File: src/rtl/cache_line_mover.sv
// cache_line_mover: victim write-back and line fill engine wrapped around cache_data.
// Optional macro CACHE_LINE_MOVER_FWD_EN adds per-beat fill forwarding outputs.
module cache_line_mover #(
  parameter int ADDR_W    = 25,
  parameter int WB_ALWAYS = 0
) (
  input  logic              main_clk,
  input  logic              main_rst,
  input  logic              req_valid,
  output logic              req_ready,
  input  logic [10:0]       req_segment,
  input  logic [1:0]        req_way,
  input  logic [ADDR_W-1:0] req_evict_addr,
  input  logic [ADDR_W-1:0] req_fill_addr,
  output logic              done,
`ifdef CACHE_LINE_MOVER_FWD_EN
  output logic              fwd_valid,
  output logic [2:0]        fwd_index,
  output logic [15:0]       fwd_data,
`endif
  output logic [10:0]       cd_target_segment,
  output logic [1:0]        cd_target_way,
  output logic              cd_do_full_write,
  output logic [127:0]      cd_raw_in,
  input  logic [127:0]      cd_raw_out,
  input  logic              cd_dirty,
  output logic              mem_cmd_valid,
  input  logic              mem_cmd_ready,
  output logic              mem_cmd_write,
  output logic [ADDR_W-1:0] mem_cmd_addr,
  output logic [15:0]       mem_wdata,
  output logic              mem_wdata_valid,
  input  logic              mem_wdata_ready,
  input  logic [15:0]       mem_rdata,
  input  logic              mem_rdata_valid
);

  typedef enum logic [2:0] {
    IDLE, RD0, RD1, WB_CMD, WB_DATA, FILL_CMD, FILL_DATA, COMMIT
  } state_t;

  state_t            state, next_state;
  logic [ADDR_W-1:0] evict_addr, fill_addr;
  logic [127:0]      line_buf;
  logic [2:0]        cnt;

  always_ff @(posedge main_clk or posedge main_rst) begin
    if (main_rst) state <= IDLE;
    else          state <= next_state;
  end

  always_comb begin
    next_state       = state;
    req_ready        = 1'b0;
    done             = 1'b0;
    cd_do_full_write = 1'b0;
    mem_cmd_valid    = 1'b0;
    mem_cmd_write    = 1'b0;
    mem_cmd_addr     = '0;
    mem_wdata_valid  = 1'b0;
    case (state)
      IDLE: begin
        req_ready = 1'b1;
        if (req_valid) next_state = RD0;
      end
      RD0: next_state = RD1;
      RD1: next_state = (cd_dirty || (WB_ALWAYS != 0)) ? WB_CMD : FILL_CMD;
      WB_CMD: begin
        mem_cmd_valid = 1'b1;
        mem_cmd_write = 1'b1;
        mem_cmd_addr  = evict_addr;
        if (mem_cmd_ready) next_state = WB_DATA;
      end
      WB_DATA: begin
        mem_wdata_valid = 1'b1;
        if (mem_wdata_ready && cnt == 3'd7) next_state = FILL_CMD;
      end
      FILL_CMD: begin
        mem_cmd_valid = 1'b1;
        mem_cmd_addr  = fill_addr;
        if (mem_cmd_ready) next_state = FILL_DATA;
      end
      FILL_DATA: begin
        // Counter wrapping past 7 is the completion point; no ninth beat is taken.
        if (mem_rdata_valid && cnt == 3'd7) next_state = COMMIT;
      end
      COMMIT: begin
        done             = 1'b1;
        cd_do_full_write = 1'b1;
        next_state       = IDLE;
      end
      default: next_state = IDLE;
    endcase
  end

  always_ff @(posedge main_clk or posedge main_rst) begin
    if (main_rst) begin
      cd_target_segment <= '0;
      cd_target_way     <= '0;
      evict_addr        <= '0;
      fill_addr         <= '0;
      line_buf          <= '0;
      cnt               <= '0;
    end else begin
      case (state)
        IDLE: if (req_valid) begin
          cd_target_segment <= req_segment;
          cd_target_way     <= req_way;
          evict_addr        <= req_evict_addr;
          fill_addr         <= req_fill_addr;
        end
        RD1:               line_buf <= cd_raw_out;
        WB_CMD, FILL_CMD:  cnt <= '0;
        WB_DATA:           if (mem_wdata_ready) cnt <= cnt + 3'd1;
        FILL_DATA: if (mem_rdata_valid) begin
          line_buf[{cnt, 4'b0000} +: 16] <= mem_rdata;
          cnt                            <= cnt + 3'd1;
        end
        default: ;
      endcase
    end
  end

  assign cd_raw_in = line_buf;
  assign mem_wdata = line_buf[{cnt, 4'b0000} +: 16];

`ifdef CACHE_LINE_MOVER_FWD_EN
  assign fwd_valid = (state == FILL_DATA) && mem_rdata_valid;
  assign fwd_index = cnt;
  assign fwd_data  = mem_rdata;
`endif

endmodule

File: config.mk
export PLATFORM = sky130hd
export DESIGN_NAME = cache_line_mover
export DESIGN_NICKNAME = d
export VERILOG_FILES = /design/src/rtl/cache_line_mover.sv
export SDC_FILE = /design/constraint.sdc
export NUM_CORES = 1
export LEC_CHECK = 0
export CORE_MARGIN = 3
export CORE_UTILIZATION = 45
export DETAILED_ROUTE_END_ITERATION = 8
export GPL_TIMING_DRIVEN = 0
export PLACE_DENSITY = 0.86
export SYNTH_ARGS = -nofsm -noshare
export SYNTH_HDL_FRONTEND = slang
export SYNTH_SLANG_ARGS = --single-unit
File: constraint.sdc
create_clock -name main_clk -period 10.3 [get_ports main_clk]
set_input_delay 2.575 -clock main_clk [delete_from_list [all_inputs] [get_ports main_clk]]
set_output_delay 2.575 -clock main_clk [all_outputs]
set_load 0.1 [all_outputs]
# ---- Word-level counts from Yosys, hierarchy flattened
# Cells that the tools add are included.
dict set report word_totals {
  ff_bits 197
  word_cells 56
}
dict set report classes {
  n_addsub 2
  eq_ne 15
  shifts 3
  muxes 19
  n_reduce_logical 10
}
# operator count
set op_table {}
lappend op_table {{case mux 128 bit (2 select lines)} 1}
lappend op_table {{bitwise mux 128 bit} 1}
lappend op_table {{two-way mux 128 bit} 1}
lappend op_table {{variable shift 16 x 9 -> 128 bit (first input constant)} 1}
lappend op_table {{variable part select 128 x 8 -> 16 bit} 1}
lappend op_table {{variable part select 16 x 9 -> 128 bit} 1}
lappend op_table {{case mux 25 bit (2 select lines)} 1}
lappend op_table {{two-way mux 3 bit} 8}
lappend op_table {{case mux 3 bit (8 select lines)} 1}
lappend op_table {{equality test 3 bit (second input constant)} 5}
lappend op_table {{inequality test 2 bit (second input constant)} 7}
lappend op_table {{negator 7 -> 9 bit} 1}
lappend op_table {{case mux 3 bit (3 select lines)} 1}
lappend op_table {{equality test 3 x 2 -> 1 bit (second input constant)} 2}
lappend op_table {{two-way mux 1 bit} 5}
lappend op_table {{AND reduction 5 bit} 1}
lappend op_table {{AND reduction 2 bit} 2}
lappend op_table {{adder 3 x 1 -> 3 bit (second input constant)} 1}
lappend op_table {{equality test 3 x 1 -> 1 bit (second input constant)} 1}
lappend op_table {{logical NOT 3 bit} 1}
lappend op_table {{AND reduction 3 bit} 1}
lappend op_table {{nonzero test 3 bit} 1}
lappend op_table {{logical AND 1 bit} 2}
lappend op_table {{nonzero test 2 bit} 1}
lappend op_table {{OR reduction 2 bit} 1}

# ---- Depth between registers and ports, before layout
dict set report logic_depth {
  ltp_word 5
  ltp_mapped 11
}

# ---- Worst setup path before layout
# Ideal clock, no wire load.
dict set report synth_path {
  path_type {flip-flop to output port}
  startpoint {register state[2]}
  endpoint {output mem_wdata_valid}
  arrival_time_ps 2828
  t_required_ps 7725
  setup_slack_ps 4897
  path_stages_with_launch 4
  path_buffers 1
  cell_sequence {dfrtp_1 > buf_4 > clkinv_1 > nor3_1}
}
dict set report synth_via {
  elab_chain_cells 2
}
# item line
set synth_rtl {}
lappend synth_rtl {{start: declaration} 42} ;# state_t state, next_state;
lappend synth_rtl {{start signal: assignment} 49} ;# else state <= next_state;
lappend synth_rtl {{equality test 3 bit} 61} ;# case (state)
lappend synth_rtl {{two-way mux 1 bit} 61}
lappend synth_rtl {{end: declaration} 32} ;# output logic mem_wdata_valid,
# No other way between the ends.

# ---- Final worst setup path
dict set report layout_path {
  startpoint {register cnt[1]}
  endpoint {output mem_wdata[11]}
}
dict set report layout_via {
  elab_chain_cells 1
}
# item line
set layout_rtl {}
lappend layout_rtl {{start: declaration} 45} ;# logic [2:0] cnt;
lappend layout_rtl {{start signal: assignment} 114} ;# WB_DATA: if (mem_wdata_ready) cnt <= cnt + 3'd1;
lappend layout_rtl {{start signal: assignment} 117} ;# cnt <= cnt + 3'd1;
lappend layout_rtl {{variable part select 128 x 8 -> 16 bit} 125} ;# assign mem_wdata = line_buf[{cnt, 4'b0000} +: 16];
lappend layout_rtl {{end: declaration} 31} ;# output logic [15:0] mem_wdata,
# No other way between the ends.

==> reports/qor_table.md <==
| Parameter | Value | Unit |
|:---|:---|:---|
| Ratio of cells with drive above 1 in the final layout | 20.4 | % |
| Hold Fails Final Rpt | 0 | - |
| Final period util | 61.0 | % |
| I/O Buffers | 393 | - |
| Crit Path Category | reg2out | - |
| Count of unresolved DRC violations after routing | 0 | - |
| CTS sink cnt | 197 | - |
| Maximum buffer depth of the clock tree | 2 | - |
| Wire length of the first global-routing pass | 60600 | um |
| Number of DRC violations after detailed-routing iteration 0 | 588 | - |
| Number of iterations in the first detailed-routing pass | 5 | - |
| Total negative slack | 0 | ns |
| Cell count after synthesis | 858 | - |
| Number of vias in the routed layout | 9531 | - |
| Number of standard-cell rows in the floorplan | 54 | - |
| Synthesized net count | 1079 | - |
| Required time reported for the critical path endpoint | 7.73 | ns |
| Maximum number of pins on one net before global-route repair | 117 | - |
| Mean instance size in the synthesized netlist | 12.0 | um2 |
| Sum of overflow across all layers after global routing | 0 | - |
| Cell variety after synth | 54 | - |
| Layout filler cell count | 1626 | - |
| Largest fanout on the critical path | 10 | - |
| Synth Warn # | 0 | - |
| Reg2reg end | cd_raw_in[37] | - |
| Area used by multi-input combinational logic | 4980 | um2 |
| Final Critical Period | 6.28 | ns |
| Post-CTS Resized | 0 | - |
| Setup repair after global routing missed its margin | no | - |
| Inserted Clock Buffers | 17 | - |
| Initial cell density of the core | 46.6 | % |
| Per-cell routed wire length | 26.6 | um |
| Max-cap check violation count | 0 | - |
| Number of cell instances on the worst register-to-register path | 11 | - |
| Clock Root Buffer | clkbuf_16 | - |
| Antenna violation net count after detailed routing | 0 | - |
| Post-CTS setup-driven buffer insertion count | 0 | - |
| Clk slew on worst S/H paths | 0.07 | ns |
| End point of the most critical hold path | fill_addr[5] | - |
| Data arrival, critical path | 3.71 | ns |
| Total area of sequential cells | 4930 | um2 |
| Number of enable flip-flop cells after synthesis | 0 | - |
| Core ar. | 22200 | um2 |
| Number of synthesized register bits | 197 | - |
| Syn-to-layout area delta | 47.2 | % |
| Largest clock skew in the final design | 0.0142 | ns |
| Cell area after synthesis | 10300 | um2 |
| Most frequently used cell type in the post-synthesis netlist | dfrtp_1 | - |
| Number of antenna violations at the first check in global routing | 2 | - |
| Hold buffer count at cts | 0 | - |
| Hold-critical path depth | 1 | - |
| Post-synth ARST share | 100 | % |
| Die span in y | 158 | um |
| Routed vias/inst | 6.09 | - |
| Fraction of the core area covered by cells at the end of the flow | 68.7 | % |
| Relative max-transition margin | 25.2 | % |
| Routed wire length | 41500 | um |
| Count of final setup violators | 0 | - |
| Top cell type by total area after synthesis | dfrtp_1 | - |
| Total Routing Usage GR | 33.0 | % |
| TritonCTS clock tree | done | - |
| Maximum clock frequency | 159 | MHz |
| Synth top area cells | dfrtp_1 48%, mux2_2 13%, a22o_1 7.5% | - |
| Critical path capture point type | primary output | - |
| RePlAce Congestion | 0.987 | - |
| Num ports | 402 | - |
| Post-synth top flop | dfrtp_1 | - |
| Die Width | 158 | um |
| Die ar. | 24800 | um2 |
| Launching point of the worst reg2reg path | cnt[1] | - |
| Class of the most critical hold timing path | reg2reg | - |
| Result of the run | finished, final reports clean | - |
| Top cell type's share of synthesized area | 47.7 | % |
| Worst slew pin tran | 1.12 | ns |
| Final slew viol count | 0 | - |
| Maximum level of the CTS H-tree | 4 | - |
| Sequential fraction of the synthesis area | 47.7 | % |
| Ranking of synthesized cells by instance count | 197 x dfrtp_1, 120 x mux2_2, 89 x a22o_1, 75 x nand2_1, 57 x nor2_1 | - |
| HP Start | fill_addr[5] | - |
| Category of the worst setup path launch point | flop | - |
| Vias in the first global route | 9936 | - |
| Nets | 1492 | - |
| HPWL after detailed placement | 32000 | um |
| Reg-to-reg slack, setup | 6.16 | ns |
| Later-pin clock latency in the skew report | 0.43 | ns |
[logic make-up after synthesis]
family | share of synthesized area (%)
buffers and inverters | 4.12
adders and majority gates | 0.847
and+or+nand+nor | 8.30
muxes | 22.8
AOI/OAI and AO/OA | 16.2
DFF | 47.7
[registers in the layout, summed over array words and instances, names as in the netlist]
signal / flops
cd_target_segment: 11
cd_raw_in: 128
state: 3
fill_addr: 25
cd_target_way: 2
evict_addr: 25
cnt: 3
[stage by stage]
step                hold slack (ns)  cells  setup slack, ns  area [um2]
floorplan                     0.481    858             2.36       10300
global placement              0.490   1531           -0.324       14600
detailed placement            0.497   1532             4.48       14700
CTS                           0.513   1562             4.02       15200
global route                  0.522   1564             3.87       15200
finish                        0.510   1564             4.02       15200
[final cells by class]
class / count / share of cell area (%)
tap: 280 / 2.30
buffer: 75 / 2.55
sequential: 197 / 32.4
timing repair buffer: 394 / 26.0
inverter: 10 / 0.296
clock buffer: 18 / 2.89
antenna: 2 / 0.0329
clock inverter: 12 / 0.789
multi-input combinational: 576 / 32.7
[layout by cell type (no fill, tap or decap), types with 2 or more instances in the layout]
cell             count
dfrtp_1            197
ha_1                 7
buf_1                8
clkinv_1             2
a22o_1              89
a22oi_1             46
a32oi_1              2
inv_1                7
o21ai_0             20
clkbuf_16           17
mux4_2              32
nand3b_1             3
buf_6                3
inv_8                4
mux2i_1              3
o22ai_1              2
mux2_1              23
a21oi_1             51
nor3b_1              2
diode_2              2
mux2_2             120
clkinv_4             7
clkbuf_1            15
clkdlybuf4s50_1    393
buf_4                9
nor4_4               2
o21ai_2              3
nor3_2               3
a211oi_2             3
buf_2               40
nor2_1              57
o311ai_1             3
nor4b_4              2
a21oi_4              3
nor3_1               2
nand2_1             75
[how the worst max path moves through the flow]
| stage | slack, ns | from | to | cells after the start |
|---|---|---|---|---|
| floorplan | 2.36 | main_rst | cd_raw_in[0] | 1 |
| global placement | -0.32 | main_rst | cd_raw_in[21] | 2 |
| detailed placement | 4.48 | cnt[1] | mem_wdata[11] | 6 |
| CTS | 4.02 | cnt[1] | mem_wdata[11] | 6 |
| global route | 3.87 | cnt[1] | mem_wdata[12] | 6 |
| finish | 4.02 | cnt[1] | mem_wdata[11] | 6 |
[critical path: stages (launching register included)]
cell,delay (ns)
dfrtp_1,0.46
buf_2,0.34
clkbuf_1,0.71
mux4_2,0.38
nand2_1,0.12
nand2_1,0.12
clkdlybuf4s50_1,1.15
[metal layers]
layer	vias to the layer above	wire length [um]	global-route usage [%]	part of all wire (%)
met3	138	4720	10.4	11
met2	695	19700	53.9	48
met5	-	0	0	0
met1	4657	14100	37.4	34
li1	4041	-	-	-
met4	0	2930	21.7	7.0
Power is left out: the tool's default activity adds up to more than one toggle a clock period on the data nets, which glitch-free logic cannot reach.
